<file path="src/rtl/demux16_collector.sv">
// demux16_collector: steers serial bits into a WIDTH-bit word by index and hands it off once every position is written
module demux16_collector #(
  parameter int WIDTH = 16,
  parameter int SELW  = 4
) (
  input  logic             clk,
  input  logic             rst_n,
  input  logic             clear,
  input  logic             auto_mode,
  input  logic             in_valid,
  input  logic             in_bit,
  input  logic [SELW-1:0]  sel,
  output logic             in_ready,
  output logic [WIDTH-1:0] written_mask,
  output logic [WIDTH-1:0] out_word,
  output logic             out_valid,
  input  logic             out_ready
);
  typedef enum logic {FILL, HOLD} state_t;
  state_t state;
  logic [SELW-1:0] ptr;
  logic [SELW-1:0] idx;
  logic [WIDTH-1:0] nxt_mask;
  logic accept;
  assign in_ready = state == FILL;
  assign accept = in_valid && in_ready;
  always_comb begin
    idx = auto_mode ? ptr : sel;
    nxt_mask = written_mask | (WIDTH'(1) << idx);
  end
  always_ff @(posedge clk or negedge rst_n) begin
    if (!rst_n) begin
      state <= FILL;
      ptr <= '0;
      out_word <= '0;
      written_mask <= '0;
      out_valid <= 1'b0;
    end else if (clear || (state == HOLD && out_ready)) begin
      state <= FILL;
      ptr <= '0;
      out_word <= '0;
      written_mask <= '0;
      out_valid <= 1'b0;
    end else if (accept) begin
      out_word[idx] <= in_bit;
      written_mask <= nxt_mask;
      ptr <= auto_mode ? ptr + 1'b1 : ptr;
      state <= &nxt_mask ? HOLD : FILL;
      out_valid <= &nxt_mask;
    end
  end
endmodule
</file>
<file path="config.mk">
export PLATFORM = sky130hd
export DESIGN_NAME = demux16_collector
export DESIGN_NICKNAME = d
export VERILOG_FILES = /design/src/rtl/demux16_collector.sv
export SDC_FILE = /design/constraint.sdc
export NUM_CORES = 1
export LEC_CHECK = 0
export BUFFER_PORTS_ARGS = -buffer_cell sky130_fd_sc_hd__buf_2
export CORE_UTILIZATION = 35
export DETAILED_ROUTE_END_ITERATION = 10
export PLACE_DENSITY = 0.62
export REMOVE_ABC_BUFFERS = 1
export SLEW_MARGIN = 20
export SYNTH_ARGS = -nofsm -noshare
export SYNTH_HDL_FRONTEND = slang
export SYNTH_SLANG_ARGS = --single-unit
export TNS_END_PERCENT = 5
</file>
<file path="constraint.sdc">
create_clock -name clk -period 2.07 [get_ports clk]
set_input_delay 0.414 -clock clk [delete_from_list [all_inputs] [get_ports clk]]
set_output_delay 0.414 -clock clk [all_outputs]
set_load 0.05 [all_outputs]
</file>
# --- After elaboration in Yosys (flattened, before gate mapping) ---
# Index checks and enable logic that the tools add are counted.
# W data, S select, Z words.
word_totals:
  input_bits: 11
  reg_bits: 38
classes:
  magnitude_cmp: 2
  n_shift: 1
  bitwise: 2
  mux: 16
  n_addsub: 1
  reduce_logical: 8
ops:
  columns: ["op", "n"]
  rows:
  - ["$mux W16", 4]
  - ["$bwmux W16", 1]
  - ["$mux W4", 4]
  - ["$or A16 B16 Y16", 1]
  - ["$reduce_and A16 Y1", 1]
  - ["$shl A1 B4 Y16 const A", 1]
  - ["$mux W1", 6]
  - ["$lt A4 B5 Y1 const B", 1]
  - ["$add A4 B1 Y4 const B", 1]
  - ["$demux W1 S4", 1]
  - ["$ge A4 B1 Y1 const B", 1]
  - ["$reduce_bool A2 Y1", 2]
  - ["$logic_and A1 B1 Y1", 3]
  - ["$reduce_and A2 Y1", 1]
  - ["$logic_or A1 B1 Y1", 1]
  - ["$not A1 Y1", 1]

# --- Longest topological paths before layout ---
logic_depth:
  depth_word: 8
  depth_mapped: 8
  mapped_depth_nobuf: 6

# --- Worst setup path after synthesis ---
# No wires, ideal clock.
synth_path:
  kind: "register to register"
  startpoint: "reg out_valid (netlist name)"
  endpoint: "reg out_valid"
  t_arrival_ns: 2.043
  path_buffers: 0
  synth_period_minus_slack_ns: 2.110
  slack_ns: -0.040
  stages_incl_launch_ff: 6
  cell_sequence: "dfrtp_1 inv_1 nand2_1 or4_1 a2111oi_2 a22o_1"
synth_rtl:
  columns: ["element", "line_no", "rtl"]
  rows:
  - ["to (signal assigned)", "49", "out_valid <= &nxt_mask;"]
  - ["to (decl)", "16", "output logic out_valid,"]

# --- Worst setup path after layout ---
layout_path:
  startpoint: "reg ptr[0]"
  endpoint: "reg out_valid"
layout_via:
  elab_chain_len: 6
layout_rtl:
  columns: ["element", "line_no", "rtl"]
  rows:
  - ["from (decl)", "21", "logic [SELW-1:0] ptr;"]
  - ["from (signal assigned)", "47", "ptr <= auto_mode ? ptr + 1'b1 : ptr;"]
  - ["$mux W4", "28", "idx = auto_mode ? ptr : sel;"]
  - ["$shl A1 B4 Y16", "29", "nxt_mask = written_mask | (WIDTH'(1) << idx);"]
  - ["$or A16 B16 Y16", "29", null]
  - ["$reduce_and A16 Y1", "49", null]
  - ["$mux W1", "44", "end else if (accept) begin"]
  - ["$mux W1", "38", "end else if (clear || (state == HOLD && out_ready)) begin"]
# Every way passes these cells. The select of a mux whose other input is x is not followed.
# A chain may end at the register's enable or synchronous reset.

==> run metrics <==
RSZ-0062 raised after global routing=false; clock skew=5.14 ps; WP buf/inv=0; clock buffer depth=2; fin crit share=about 91%; share of layout cells above drive strength 1=26.8%; Die W=approximately 74 um; dpl ws=around 14 ps; DRT Pass-1 Iters=5; Max IR drop VDD=between 0.3 and 0.4 mV; PwrDens=just under 700 nW/um^2; largest cells by area after synthesis=dfrtp_1, nor2_1, a21oi_1, nand2_1, nand3_1; Port Buffer Count=44; CTS H-Tree Depth=2; relative slew slack=between 60% and 70%; routed len/inst=14.1 um; status=complete, no violations; setup bufs post-CTS=0; die area=about 5500 um^2; worst min-delay path class=input port to asynchronous set/reset pin; Critical Path Start=ptr[0]; CP peak stage delay=520 ps; FMAX=approximately 530 MHz; Synth Register Bits=37; Max-Cap Viols=0; Core Footprint=~5000 um^2; worst slew pin tran=about 460 ps; Antenna diodes=0; area grow syn2layout=25.9%; worst-path maximum fanout=6; total vias in the final route=1705; largest net degree at the start of global routing=38; CP endpoint kind=flop; Post-route DRC=0; crit path DAT=2110 ps; CP endpoint=out_valid; CTS buffer count=5; I/O Pins=45; Pwr Total=1.58 mW; dpl hpwl=3410 um; GRT Max-Usage Layer=met2; Startpoint Class=flop; CP Cell Sequence=and2b_1 > a22o_2 > a31oi_1 > or4_1 > a2111oi_2 > a22o_1; num rows=26; most frequent cells in the layout=buf_2, dfrtp_1, nor2_1; Clk Latency, worst-skew pair=~280 ps; reg2reg start=ptr[0]; count of final setup violators=0; Mapped Area=approximately 1800 um^2; first-pass GRT wire length=between 7000 and 8000 um; Tmin final=1890 ps; largest area contributor in the netlist=dfrtp_1; # clock sinks=37; fin util=between 40% and 50%; Leak=around 1.1 nW; Avg Inst Size Synth=approximately 8.9 um^2; final hold viol count=0; vias per cell=between 5 and 6; M3 GR Usage=3.39%; GPL Wtd Cong=approximately 0.8; post-detailed-routing wire length=roughly 4700 um; most common cell after layout, fill and taps aside=buf_2; Worst Setup Slack, final=179 ps; ANT nets after route=0; post-synthesis sequential area ratio=between 50% and 60%; R2R setup slack=roughly 180 ps; Slew Viols, Final=0; Yosys top cell area share=just over 50%; Starting Density=roughly 36%; cell count after synthesis=roughly 210; number of global-route vias before repair=1521; Worst Path Required=2290 ps; total congestion overflow=0; root buf cell=clkbuf_8; CTS tree=yes; Reg clk slew, reported paths=approximately 70 ps; GRT Total Usage=~18%; RR Endpoint=out_valid; cell depth of the worst setup path=6; post-CTS resize count=0; initial antenna violation count=0; GR Util met1=approximately a quarter; worst r2r path cells=6; Nets=272; CP max-delay cell=or4_1; Crit path max-delay family=simple AND/OR/NAND/NOR gates; met2 usage=between 20 and 30%; Die Y=approximately 74 um; critical path type=flop to flop; Synth warnings=0; Iter 0 DRT Violations=just under 90; library cells used by synthesis=38; hold buffers post-CTS=0
routing by layer:
| metal | part of all wire [%] | vias to the layer above |
|---|---|---|
| met4 | 1.0 | 0 |
| met5 | 0 | - |
| met1 | 45 | 824 |
| li1 | - | 823 |
| met2 | 49 | 54 |
| met3 | 4.8 | 4 |
through the flow:
stage	instances	hold WS (ps)	area (um^2)	TNS (ps)
2_1_floorplan	195	118	1790	-40.1
3_3_place_gp	323	489	2200	0
3_5_place_dp	323	494	2200	0
4_1_cts	331	185	2310	0
5_1_grt	331	207	2310	0
6_report	331	165	2310	0
worst reg2reg max path: stages, from the launching register on:
cell	delay, ps
dfrtp_1	440
and2b_1	240
a22o_2	170
a31oi_1	70
or4_1	520
a2111oi_2	230
a22o_1	170
synthesized netlist by cell type:
master / instances
dfrtp_1: 37
nor2_1: 33
nand2_1: 24
a21oi_1: 23
nand3_1: 16
clkbuf_1: 10
o21ai_0: 8
inv_1: 5
mux2i_1: 5
nor2b_1: 5
a22o_1: 3
a31oi_1: 3
a32oi_1: 3
o21a_1: 3
a21o_1: 2
a22oi_1: 2
and2_1: 2
and3_1: 2
xor2_1: 2
a2111oi_2: 1
a211o_1: 1
a221oi_1: 1
a22o_2: 1
a32o_1: 1
a32o_2: 1
and2_0: 1
and2b_1: 1
buf_2: 1
buf_6: 1
ha_1: 1
nand2b_1: 1
nor2_2: 1
nor3_1: 1
o21ai_2: 1
o21bai_1: 1
o22ai_1: 1
or3_1: 1
or4_1: 1
registers in the layout (all words and copies together), names as in the netlist:
register and count:
out_valid 1, ptr 4, out_word 16, written_mask 16
power by group:
group          switching, mW  leakage, nW  total, mW  internal [mW]
combinational          0.138        0.539      0.199         0.0607
sequential            0.0122        0.514      0.747          0.735
clock                  0.239       0.0585      0.632          0.393
total                  0.390         1.11       1.58           1.19
kinds of logic (layout without fill, tap and decap cells):
family,count (synthesis),in the layout,share of synthesized area [%]
buf+inv,17,71,3.95
mux,5,5,2.72
compound gates,56,56,19.9
simple gates,89,89,21.5
fa+ha+maj,1,1,0.680
flops,37,37,50.3
xor+xnor,2,2,0.953
area by class of cell:
| class | count | area (um^2) |
|---|---|---|
| well taps | 70 | 87.6 |
| repair buffers | 58 | 325 |
| inverters | 5 | 18.8 |
| clock buffers | 7 | 86.3 |
| clock inverters | 1 | 30.0 |
| multi-input cells | 153 | 841 |
| fillers | 528 | 2760 |
| flip-flops and latches | 37 | 926 |
how the worst min path moves through the flow:
| stage | start | end | slack [ps] | cells past startpoint |
|---|---|---|---|---|
| final | rst_n | written_mask[10] | 170 | 2 |
| after global routing | rst_n | written_mask[10] | 210 | 2 |
| after CTS | rst_n | written_mask[10] | 180 | 2 |
| after detailed placement | rst_n | written_mask[10] | 490 | 2 |
| after global placement | rst_n | out_word[10] | 490 | 2 |
| after floorplan | rst_n | out_valid | 120 | 0 |
Power figures use the tool's default switching activity.
